### config.mk
export PLATFORM = sky130hd
export DESIGN_NAME = midi_btn_note_encoder_flat
export DESIGN_NICKNAME = d
export VERILOG_FILES = /design/src/rtl/midi_btn_note_encoder_if.sv /design/src/rtl/midi_btn_note_encoder.sv /design/src/flat_wrapper.sv
export SDC_FILE = /design/constraint.sdc
export NUM_CORES = 1
export LEC_CHECK = 0
export BUFFER_PORTS_ARGS = -buffer_cell sky130_fd_sc_hd__buf_2
export CAP_MARGIN = 20
export CORE_MARGIN = 5
export CORE_UTILIZATION = 51
export CTS_BUF_LIST = sky130_fd_sc_hd__clkbuf_2 sky130_fd_sc_hd__clkbuf_4 sky130_fd_sc_hd__clkbuf_8
export DETAILED_ROUTE_END_ITERATION = 10
export GPL_TIMING_DRIVEN = 0
export PLACE_DENSITY = 0.7
export SLEW_MARGIN = 25
export SYNTH_ARGS = -nofsm -noshare
export SYNTH_HDL_FRONTEND = slang
export SYNTH_SLANG_ARGS = --single-unit
export TNS_END_PERCENT = 1
### constraint.sdc
create_clock -name clk -period 3.1 [get_ports clk]
set_clock_uncertainty 0.2 [all_clocks]
set_input_delay 0.62 -clock clk [delete_from_list [all_inputs] [get_ports clk]]
set_output_delay 0.62 -clock clk [all_outputs]
set_load 0.005 [all_outputs]
### src/rtl/midi_btn_note_encoder_if.sv
// Byte stream from the note encoder to the MIDI UART transmitter.
interface midi_btn_note_encoder_if;
    logic [7:0] tx_data;
    logic       tx_valid;
    logic       tx_ready;

    modport master (output tx_data, output tx_valid, input tx_ready);
    modport slave  (input tx_data, input tx_valid, output tx_ready);
endinterface

### src/rtl/midi_btn_note_encoder.sv
// Turns debounced button level changes into MIDI Note On/Off messages,
// serialised one byte at a time over a valid/ready stream.
module midi_btn_note_encoder #(
    parameter int NBTN           = 8,
    parameter int BASE_NOTE      = 60,
    parameter int CHANNEL        = 0,
    parameter int VELOCITY       = 100,
    parameter int RUNNING_STATUS = 0
) (
    input  logic                     clk,
    input  logic                     rst,
    input  logic [NBTN-1:0]          btn_pressed,
    midi_btn_note_encoder_if.master  tx,
    output logic                     busy
);
    localparam int IW = (NBTN > 1) ? $clog2(NBTN) : 1;

    generate
        if (NBTN < 1 || NBTN > 16) begin : g_bad_nbtn
            $error("NBTN must be 1..16");
        end
        if (BASE_NOTE < 0 || BASE_NOTE + NBTN > 128) begin : g_bad_note
            $error("BASE_NOTE+NBTN must not exceed 128");
        end
        if (CHANNEL < 0 || CHANNEL > 15) begin : g_bad_chan
            $error("CHANNEL must be 0..15");
        end
        if (VELOCITY < 1 || VELOCITY > 127) begin : g_bad_vel
            $error("VELOCITY must be 1..127");
        end
    endgenerate

    typedef enum logic [1:0] {IDLE, STATUS, NOTE, VEL} state_t;

    state_t          state, state_n;
    logic [NBTN-1:0] reported, reported_n;
    logic [NBTN-1:0] pending;
    logic [IW-1:0]   idx, idx_n, pick;
    logic            on, on_n;
    logic [7:0]      last_status, last_status_n, new_status;
    logic            ls_valid, ls_valid_n;
    logic [7:0]      data_q, data_n;
    logic            valid_q, valid_n;

    function automatic logic [7:0] status_of(input logic o);
        return {(o ? 4'h9 : 4'h8), 4'(CHANNEL)};
    endfunction

    function automatic logic [7:0] note_of(input logic [IW-1:0] i);
        return 8'(BASE_NOTE) + 8'(i);
    endfunction

    assign pending     = btn_pressed ^ reported;
    assign tx.tx_data  = data_q;
    assign tx.tx_valid = valid_q;
    assign busy        = (state != IDLE);

    // Descending scan so the lowest pending index wins.
    always_comb begin
        pick = '0;
        for (int i = NBTN - 1; i >= 0; i--)
            if (pending[i]) pick = IW'(i);
    end

    always_comb begin
        state_n       = state;
        reported_n    = reported;
        idx_n         = idx;
        on_n          = on;
        last_status_n = last_status;
        ls_valid_n    = ls_valid;
        data_n        = data_q;
        valid_n       = valid_q;
        new_status    = status_of(btn_pressed[pick]);
        case (state)
            IDLE: begin
                valid_n = 1'b0;
                data_n  = 8'h00;
                if (|pending) begin
                    idx_n            = pick;
                    on_n             = btn_pressed[pick];
                    reported_n[pick] = btn_pressed[pick];
                    valid_n          = 1'b1;
                    if (RUNNING_STATUS != 0 && ls_valid && new_status == last_status) begin
                        state_n = NOTE;
                        data_n  = note_of(pick);
                    end else begin
                        state_n = STATUS;
                        data_n  = new_status;
                    end
                end
            end
            STATUS: if (tx.tx_ready) begin
                last_status_n = status_of(on);
                ls_valid_n    = 1'b1;
                state_n       = NOTE;
                data_n        = note_of(idx);
            end
            NOTE: if (tx.tx_ready) begin
                state_n = VEL;
                data_n  = on ? 8'(VELOCITY) : 8'h00;
            end
            VEL: if (tx.tx_ready) begin
                state_n = IDLE;
                valid_n = 1'b0;
                data_n  = 8'h00;
            end
            default: state_n = IDLE;
        endcase
    end

    always_ff @(posedge clk or posedge rst) begin
        if (rst) begin
            state       <= IDLE;
            reported    <= '0;
            idx         <= '0;
            on          <= 1'b0;
            last_status <= 8'h00;
            ls_valid    <= 1'b0;
            data_q      <= 8'h00;
            valid_q     <= 1'b0;
        end else begin
            state       <= state_n;
            reported    <= reported_n;
            idx         <= idx_n;
            on          <= on_n;
            last_status <= last_status_n;
            ls_valid    <= ls_valid_n;
            data_q      <= data_n;
            valid_q     <= valid_n;
        end
    end
endmodule

### src/flat_wrapper.sv
// flat-port wrapper written by rule: the top's interface ports become plain ports
module midi_btn_note_encoder_flat 
#(
    parameter int NBTN           = 8,
    parameter int BASE_NOTE      = 60,
    parameter int CHANNEL        = 0,
    parameter int VELOCITY       = 100,
    parameter int RUNNING_STATUS = 0
)
  (clk, rst, btn_pressed, busy, tx_tx_data, tx_tx_valid, tx_tx_ready);
  midi_btn_note_encoder_if tx_i ();
  input  logic clk;
  input  logic rst;
  input  logic [NBTN-1:0] btn_pressed;
  output logic busy;
  output wire logic [$bits(tx_i.tx_data)-1:0] tx_tx_data;
  output wire logic [$bits(tx_i.tx_valid)-1:0] tx_tx_valid;
  input wire logic [$bits(tx_i.tx_ready)-1:0] tx_tx_ready;
  assign tx_tx_data = tx_i.tx_data;
  assign tx_tx_valid = tx_i.tx_valid;
  assign tx_i.tx_ready = tx_tx_ready;
  midi_btn_note_encoder #(.NBTN(NBTN), .BASE_NOTE(BASE_NOTE), .CHANNEL(CHANNEL), .VELOCITY(VELOCITY), .RUNNING_STATUS(RUNNING_STATUS)) u_core (.clk(clk), .rst(rst), .btn_pressed(btn_pressed), .tx(tx_i), .busy(busy));
endmodule
==> run_results.csv <==
group,metric,value,unit
run_status,status,"finished clean",
synth,synth.largest_area_cell,"dfrtp_1",
detailed_routing,wl_per_cell,13.8,um
detailed_routing,vias,1077,
synth,yosysWarnings,0,
detailed_routing,wl_met1,1240,um
detailed_routing,route.met3.wl,99,um
clocking,cts_tree,"built",
critical_path,cp-start-kind,"register",
synth,async_flop_share,1.00,
synth,synth_flop_cell,"dfrtp_1",
power,switching_share,0.426,
power,clkPwrFrac,0.145,
sta,fmax,381,MHz
sta,maxSlewViolCount,0,
placed_design,place_congestion,0.887,
final_layout,antenna_cells,0,
floorplan,fp.dieH,60.7,um
clocking,cts.path.max_buffers,2,
floorplan,die_area,0.00369,mm^2
final_layout,fin_cells,193,
power,power_frac_seq,0.325,
floorplan,core-area,0.00248,mm^2
detailed_routing,wl_met2,1290,um
clocking,clkLatencyLatePin,0.31,ns
synth,synth_nets,155,
final_layout,layout-drive-gt1-share,0.227,
detailed_routing,top_layer_used,"met4",
synth,ys_ff_latch,22,
clocking,h-tree-depth,1,
final_layout,syn_to_final_growth,14.1,%
sta,relSlewSlack,0.443,
power,powerDensity,1030,mW/mm^2
global_routing,grt-ovfl-total,0,
global_routing,antenna_found_initial,0,
detailed_routing,drt_iter0_markers,37,
floorplan,die_x,60.7,um
placed_design,hpwl,2070,um
power,cellLeakagePower,0.679,nW
synth,syn-cell-area,0.00131,mm^2
sta,finalCritPeriodShare,0.848,
detailed_routing,routed_wl,2670,um
detailed_routing,ant_nets,0,
final_layout,fillers,233,
detailed_routing,vias_per_cell,5.58,
global_routing,grt_max_degree,23,
synth,synth.distinct_cells,36,
floorplan,fp-row-count,18,
sta,rsz0062_at_grt,"no",
critical_path,crit_arrival,1.81,ns
placed_design,dp.cells,189,
power,internal_power,0.884,mW
synth,synth_edf_count,0,
synth,synthTopCellsByArea,"dfrtp_1, nand2_1, mux2_2",
flow_run,maxCapViolCount,0,
sta,worst_pin_slew,0.835,ns
critical_path,path_max_fanout,10,
synth,ys_seq_area_frac,0.419,
clocking,hold_buffers,0,
synth,synth_top_area_frac,0.419,
power,switching_power,0.656,mW
sta,min_period,2.63,ns
clocking,clkTransAtPathRegs,0.13,ns
floorplan,initial_utilization,0.530,
critical_path,critPathKind,"register to output port",
synth,synthCells,140,
critical_path,required,2.28,ns
sta,fin_setup_tns,0,ns
clocking,root_buffer,"clkbuf_4",
sta,whs,0.249,ns
sta,finalHoldViolations,0,
min_path,hp-class,"input port to asynchronous set/reset pin",
clocking,postCtsSetupRepairBufs,0,
detailed_routing,first_pass_iters,4,
power,p_comb_frac,0.530,
placed_design,numPortBuffers,19,
sta,finalSetupViolCount,0,
global_routing,grtUsageTotal,0.170,
clocking,cts-resized-gates,0,
clocking,cts_sinks,22,
global_routing,grt_pass1_vias,1111,
detailed_routing,drc_errors,0,
floorplan,io-pin-count,21,
synth,yosysMostFrequentCell,"dfrtp_1",
synth,ys_top_cells_by_count,"dfrtp_1, nand2_1, nor2_1, a21oi_1, o21ai_0",
global_routing,grt_pass1_wl,4720,um
final_layout,nNetsFinal,179,
power,peakVddDrop,0.692,mV
critical_path,crit_path_end_kind,"output port",
synth,syn-mean-instance-area,9.38,um^2
clocking,cts_buffers,3,
[placed cells by master, fill, tap and decap left out, types with 4 or more instances in the layout]
cell type / Yosys / layout
a21oi_1: 8 / 8
mux2_2: 6 / 6
xnor2_1: 4 / 4
nor2_1: 14 / 14
o21ai_0: 8 / 8
nand2_1: 20 / 20
inv_1: 7 / 7
dfrtp_1: 22 / 22
clkbuf_1: 4 / 4
buf_2: 0 / 19
xor2_1: 6 / 6
ha_1: 4 / 4
nor3_1: 5 / 5
[cell type report]
class | instances | area (um^2) | share of cell area
buffer | 6 | 33.8 | 0.0226
clock buffer | 3 | 22.5 | 0.0150
clock inverter | 1 | 30.0 | 0.0201
inverter | 7 | 26.3 | 0.0175
multi-input combinational | 105 | 702 | 0.469
sequential | 22 | 551 | 0.368
tap | 30 | 37.5 | 0.0251
timing repair buffer | 19 | 95.1 | 0.0635
[power by group through the flow]
stage	Combinational, mW	Clock [mW]	Sequential, mW
floorplan	0.622	0	0.492
global placement	0.793	0	0.500
detailed placement	0.811	0	0.509
CTS	0.816	0.230	0.501
global route	0.917	0.238	0.520
finish	0.816	0.224	0.501
[logic make-up after synthesis]
group / share of synthesized area
flip-flops: 0.419
XOR/XNOR: 0.0791
AND/OR/NAND/NOR: 0.155
multiplexers: 0.0591
adder cells (fa/ha/maj): 0.0381
AO/OA/AOI/OAI: 0.203
buffers and inverters: 0.0458
[final timing paths]
| kind | from | to | slack, ns | cells past startpoint |
|---|---|---|---|---|
| hold reg to reg | u_core.tx.tx_data[6]$_DFFE_PP0P_ | u_core.tx.tx_data[6]$_DFFE_PP0P_ | 0.29 | 2 |
| min in group clk | u_core.tx.tx_data[6]$_DFFE_PP0P_ | u_core.tx.tx_data[6]$_DFFE_PP0P_ | 0.29 | 2 |
| hold / removal | rst | u_core.tx.tx_data[7]$_DFFE_PP0P_ | 0.25 | 2 |
| max in group asynchronous | rst | u_core.tx.tx_data[0]$_DFFE_PP0P_ | 1.94 | 2 |
| setup / recovery | u_core.state[0]$_DFFE_PP0P_ | busy | 0.47 | 5 |
| setup reg to reg | u_core.reported[7]$_DFFE_PP0P_ | u_core.tx.tx_data[4]$_DFFE_PP0P_ | 0.53 | 8 |
[per-layer routing]
layer,track usage,vias up
met4,0.0681,0
li1,-,538
met1,0.216,514
met3,0.0213,4
met2,0.292,21
met5,0,-
[sequential cells by signal, summed over array words and instances (netlist names)]
register and flops:
u_core.idx 3, u_core.on 1, u_core.reported 8, u_core.state 2
u_core.tx.tx_data 7, u_core.tx.tx_valid 1
[through the flow]
stage          cell area (um^2)  power [mW]  utilization  setup WS (ns)
3_3_place_gp               1450        1.29        0.583          0.251
5_1_grt                    1500        1.68        0.605          0.349
4_1_cts                    1500        1.55        0.605          0.478
6_report                   1500        1.54        0.605          0.472
3_5_place_dp               1450        1.32        0.583          0.231
2_1_floorplan              1310        1.11            -          0.549
[worst max-delay path, cell delays in order (launching register included)]
cell and delay (ns):
dfrtp_1 0.44, inv_1 0.09, ha_1 0.16, clkbuf_1 0.36, inv_1 0.25, buf_2 0.19
Power figures use the tool's default switching activity.
